===== src/rtl/train_pkg.sv =====
// Shared encodings and helpers for the train segment sequencer.
package train_pkg;

  localparam int NUM_SEG = 6;

  typedef logic [1:0]         state_t;
  typedef logic [NUM_SEG-1:0] sensor_t;

  localparam logic [1:0] ST_IDLE  = 2'd0;
  localparam logic [1:0] ST_RUN   = 2'd1;
  localparam logic [1:0] ST_FAULT = 2'd2;

  localparam logic [2:0] SEG_NONE  = 3'd0;
  localparam logic [2:0] SEG_FIRST = 3'd1;
  localparam logic [3:0] BCD_FAULT = 4'hF;
  localparam sensor_t    S1_MASK   = sensor_t'(1);

  // Segment after idx, wrapping the last segment back to the first.
  function automatic logic [2:0] next_seg(input logic [2:0] idx);
    return (idx == 3'(NUM_SEG)) ? SEG_FIRST : idx + 3'd1;
  endfunction

  // One-hot sensor mask of the sensor that opens segment idx (none for idle).
  function automatic sensor_t seg_mask(input logic [2:0] idx);
    return (idx == SEG_NONE) ? '0 : sensor_t'(1) << (idx - 3'd1);
  endfunction

endpackage


===== src/rtl/tick_prescaler.sv =====
// Timing tick divider: counts 0..TICK_DIV-1 while clr is low; tick flags the wrap cycle.
module tick_prescaler #(
  parameter int TICK_DIV = 50000
) (
  input  logic clk,
  input  logic rst_n,
  input  logic clr,
  output logic tick
);

  localparam int            CW   = (TICK_DIV > 1) ? $clog2(TICK_DIV) : 1;
  localparam logic [CW-1:0] LAST = CW'(TICK_DIV - 1);

  logic [CW-1:0] cnt;

  always_ff @(posedge clk or negedge rst_n) begin
    if (!rst_n) begin
      cnt <= '0;
    end else if (clr || cnt == LAST) begin
      cnt <= '0;
    end else begin
      cnt <= cnt + CW'(1);
    end
  end

  assign tick = (cnt == LAST);

endmodule


===== src/rtl/train_sequencer.sv =====
// Six-sensor lap sequencer: tracks the current segment, times each segment in ticks
// and flags out-of-order sensors or segment timeouts.
//
//   state    | meaning
//   ---------+----------------------------------------------------------
//   ST_IDLE  | waiting for the first S1 rise after reset
//   ST_RUN   | timing segment seg_idx, expecting sensor seg_idx+1 (6->1)
//   ST_FAULT | sequence or timeout error; fault held until S1 rises alone
module train_sequencer
  import train_pkg::*;
#(
  parameter int TICK_DIV = 50000,
  parameter int TMAX     = 255
) (
  input  logic       clk,
  input  logic       rst_n,
  input  logic [5:0] s_in,
  output logic       seg_ld,
  output logic       seg_en,
  output logic [2:0] seg_idx,
  output logic [7:0] seg_time,
  output logic       time_valid,
  output logic [3:0] bcd,
  output logic       fault
);

  localparam logic [7:0] TMAX_V = 8'(TMAX);

  state_t     state;
  state_t     state_nx;
  sensor_t    s_prev;
  sensor_t    armed;
  sensor_t    rise;
  sensor_t    own_mask;
  sensor_t    exp_mask;
  logic       tick;
  logic       clr;
  logic [7:0] elapsed;
  logic [7:0] elapsed_nx;
  logic [7:0] elapsed_inc;
  logic [7:0] seg_time_nx;
  logic [2:0] idx_nx;
  logic       ld_nx;
  logic       en_nx;
  logic       tv_nx;

  // armed keeps a sensor that was already high at reset release from counting as a rise.
  assign rise        = s_in & ~s_prev & armed;
  assign own_mask    = seg_mask(seg_idx);
  assign exp_mask    = seg_mask(next_seg(seg_idx));
  assign elapsed_inc = (elapsed < TMAX_V) ? elapsed + 8'd1 : elapsed;
  assign clr         = (state != ST_RUN) || ld_nx;

  tick_prescaler #(
    .TICK_DIV(TICK_DIV)
  ) u_prescaler (
    .clk  (clk),
    .rst_n(rst_n),
    .clr  (clr),
    .tick (tick)
  );

  always_comb begin
    state_nx    = state;
    idx_nx      = seg_idx;
    elapsed_nx  = elapsed;
    seg_time_nx = seg_time;
    ld_nx       = 1'b0;
    en_nx       = 1'b0;
    tv_nx       = 1'b0;
    case (state)
      ST_IDLE, ST_FAULT: begin
        if (rise == S1_MASK) begin
          state_nx   = ST_RUN;
          idx_nx     = SEG_FIRST;
          elapsed_nx = '0;
          ld_nx      = 1'b1;
        end
      end
      ST_RUN: begin
        if (rise == exp_mask) begin
          // A tick landing on the closing edge still belongs to this segment.
          seg_time_nx = tick ? elapsed_inc : elapsed;
          tv_nx       = 1'b1;
          ld_nx       = 1'b1;
          idx_nx      = next_seg(seg_idx);
          elapsed_nx  = '0;
        end else if (rise != '0 && rise != own_mask) begin
          state_nx = ST_FAULT;
        end else if (tick) begin
          if (elapsed == TMAX_V) begin
            state_nx = ST_FAULT;
          end else begin
            elapsed_nx = elapsed_inc;
            en_nx      = 1'b1;
          end
        end
      end
      default: state_nx = ST_IDLE;
    endcase
  end

  always_ff @(posedge clk or negedge rst_n) begin
    if (!rst_n) begin
      state      <= ST_IDLE;
      s_prev     <= '0;
      armed      <= '0;
      elapsed    <= '0;
      seg_idx    <= SEG_NONE;
      seg_time   <= '0;
      seg_ld     <= 1'b0;
      seg_en     <= 1'b0;
      time_valid <= 1'b0;
      bcd        <= '0;
      fault      <= 1'b0;
    end else begin
      state      <= state_nx;
      s_prev     <= s_in;
      armed      <= armed | ~s_in;
      elapsed    <= elapsed_nx;
      seg_idx    <= idx_nx;
      seg_time   <= seg_time_nx;
      seg_ld     <= ld_nx;
      seg_en     <= en_nx;
      time_valid <= tv_nx;
      fault      <= (state_nx == ST_FAULT);
      bcd        <= (state_nx == ST_FAULT) ? BCD_FAULT : {1'b0, idx_nx};
    end
  end

endmodule


===== config.mk =====
export PLATFORM = sky130hd
export DESIGN_NAME = train_sequencer
export DESIGN_NICKNAME = d
export VERILOG_FILES = /design/src/rtl/train_pkg.sv /design/src/rtl/tick_prescaler.sv /design/src/rtl/train_sequencer.sv
export SDC_FILE = /design/constraint.sdc
export NUM_CORES = 1
export LEC_CHECK = 0
export ABC_AREA = 1
export ABC_CLOCK_PERIOD_IN_PS = 2400
export CAP_MARGIN = 30
export CORE_ASPECT_RATIO = 1.25
export CORE_UTILIZATION = 58
export DETAILED_ROUTE_END_ITERATION = 12
export PLACE_DENSITY = 0.81
export SYNTH_ARGS = -nofsm -noshare
export SYNTH_HDL_FRONTEND = slang
export SYNTH_HIERARCHICAL = 1
export SYNTH_SLANG_ARGS = --single-unit

===== constraint.sdc =====
create_clock -name clk -period 2.4 [get_ports clk]
set_input_delay 0.48 -clock clk [delete_from_list [all_inputs] [get_ports clk]]
set_output_delay 0.48 -clock clk [all_outputs]
set_load 0.02 [all_outputs]

==> results of run 1 <==
==> power by group <==
| part | leakage (nW) | switching (W) | internal, W |
|---|---|---|---|
| clock network | 0.0642 | 0.000280 | 0.000410 |
| logic | 0.900 | 0.000563 | 0.000313 |
| registers | 0.717 | 0.0000871 | 0.00103 |
| total | 1.68 | 0.000930 | 0.00175 |
==> registers in the layout, indices dropped and copies added, names as in the netlist <==
signal           flops
bcd                  4
time_valid           1
seg_idx              3
seg_en               1
elapsed              8
seg_time             8
state                2
seg_ld               1
s_prev               6
u_prescaler/cnt     16
armed                6
==> through the flow <==
step	cell area, sq um	hold slack [ns]	std cells	util, %	worst slack (ns)
finish	3590	0.154	498	69.7	0.275
global route	3590	0.163	498	69.7	0.0339
CTS	3590	0.159	498	69.7	0.276
detailed placement	3460	0.452	491	67.2	0.0795
global placement	3460	0.438	491	67.2	0.131
floorplan	3170	0.184	408	-	0.548
==> cells by family after synthesis <==
family | after synthesis | share of synthesized area [%]
simple gates | 256 | 38.2
fa+ha+maj | 2 | 0.790
buf+inv | 53 | 8.10
flops | 56 | 44.2
xor+xnor | 11 | 3.04
compound gates | 30 | 5.61
==> layer usage <==
layer  GRT usage (%)  up-vias  share of wire (%)
li1                -     1331                  -
met5               0        -                  0
met3            4.48        8                2.1
met1            28.2     1177                 43
met2            41.6       36                 53
met4            8.14        0                1.5
==> layout make-up <==
| type | instances | area [sq um] | area share (%) |
|---|---|---|---|
| Inverter | 45 | 183 | 5.09 |
| Clock inverter | 2 | 60.1 | 1.67 |
| Timing Repair Buffer | 29 | 290 | 8.08 |
| Tap cell | 62 | 77.6 | 2.16 |
| Multi-Input combinational cell | 299 | 1510 | 42.1 |
| Sequential cell | 56 | 1400 | 39.0 |
| Clock buffer | 5 | 68.8 | 1.92 |
==> worst paths after layout <==
check,start,endpoint,slack (ns),depth (start not counted)
max,seg_idx[1]$_DFF_PN0_,seg_idx[1],0.28,1
min,rst_n,u_prescaler/cnt[2]$_DFF_PN0_,0.15,2
max reg2reg,elapsed[0]$_DFFE_PN0P_,elapsed[1]$_DFFE_PN0P_,0.31,9
max in group asynchronous,rst_n,elapsed[6]$_DFFE_PN0P_,2.01,2
min in group clk,armed[0]$_DFF_PN0_,armed[0]$_DFF_PN0_,0.47,2
min reg2reg,armed[0]$_DFF_PN0_,armed[0]$_DFF_PN0_,0.47,2
==> placed cells by master, fill, tap and decap left out, drive strengths merged <==
cell type        n
dfrtp           56
nor3             7
bufinv           2
clkbuf           5
xor2             8
ha               2
buf              4
nand4            7
or2              1
o21bai           1
o21ai           23
nor2            64
clkinv           2
inv             43
nand3b           5
a21oi            5
nand3           28
nand2          144
o31ai            1
clkdlybuf4s50   25
xnor2            3
==> results_dict.tcl, run 1 <==
set metrics [dict create \
    cts.sinks 56 \
    post-route-min-period_ns 2.12 \
    fill_cells 404 \
    critPathTopFamily "buffers and inverters" \
    ys.flop_type "dfrtp_1" \
    maxCapViolations 0 \
    drt-total-wl_um 5920 \
    dpl.hpwl_um 4510 \
    syn-num-nets 418 \
    status "completed" \
    synth_most_common_cell "nand2_1" \
    core-area_sq_um 5150 \
    cts_inserted_buffers 5 \
    layout-drive-gt1-share_pct 14.9 \
    synth_edf_count 0 \
    die_width_um 68.1 \
    async_flop_share_pct 100 \
    antenna_found_initial 0 \
    syn-cell-area_sq_um 3170 \
    hold_class "input port to async pin" \
    rows 29 \
    grt_pass1_vias 2477 \
    synth_top_area_share_pct 44.2 \
    ys_warn_count 6 \
    wl_per_cell_um 11.9 \
    synthTopCellsByCount "nand2_1, dfrtp_1, nor2_1, inv_1, nand3_1" \
    synth_seq_cells 56 \
    setup_violations 0 \
    arrival_ns 1.64 \
    die_h_um 84.6 \
    ant_nets 0 \
    htreeDepth 2 \
    hold_viol 0 \
    port-buffer-count 26 \
    initial_core_util_pct 61.5 \
    cp-end-kind "output port" \
    rsz0062_at_grt "no" \
    die-area_sq_um 5760 \
    netlist_top_cells_area "dfrtp_1, nand2_1, nor2_1" \
    cts-root-buf "clkbuf_8" \
    post-cts-setup-buffers 0 \
    final_max_slew_viol_count 0 \
    grt_usage_pct 23.8 \
    path_clk_slew_ns 0.09 \
    finalClockSkew_ns 0.00741 \
    critPathRequiredTime_ns 1.92 \
    critPathMaxStageDelay_ns 0.70 \
    synth_cell_types 37 \
    via_per_inst 5.12 \
    io_pins 27 \
    relSlewSlack_pct 66.2 \
    n_antenna_cell 0 \
    via_count 2552 \
    cts_tree "yes" \
    grt_max_degree 57 \
    ys_seq_area_share_pct 44.2 \
    worstMarginPinSlew_ns 0.506 \
    crit_type "flip-flop to output port" \
    crit_chain "clkdlybuf4s50_1" \
    drtIter0Drc 105 \
    clock_tree.buffer_depth 2 \
    slowest_stage "clkdlybuf4s50_1" \
    gp_congestion 0.897 \
    grt-ovfl-total 0 \
    drt_first_pass_iters 4 \
    hold_buffers 0 \
    fin_crit_sh_pct 88.5 \
    post-route-drc-count 0 \
    syn_avg_cell_area_sq_um 7.76 \
    critPathLaunchType "flip-flop" \
    p_leak_nw 1.68 \
    crit_buf_inv 1 \
    nets 446 \
    max_freq_ghz 0.471 \
    p_per_area_nw_per_um2 746 \
    netlist_instances 408 \
    path_max_fanout 10 \
    peakVddDrop_uv 552 \
    p_total_w 0.00268 \
    grt_pass1_wl_um 10500 \
    clk_latency_ns 0.30 \
    post-synth-top-area-cell "dfrtp_1" \
    tns_ns 0 \
    cts-resized-gates 0 \
    area_delta_synth_final_pct 13.3 \
]
Note: power is estimated with default switching activity, not from simulation.
==> run 2: changes to the inputs <==
CAP_MARGIN = default   (was 30)
==> results of run 2 <==
No change in the layout: final DEF, timing and power equal those of run 1.
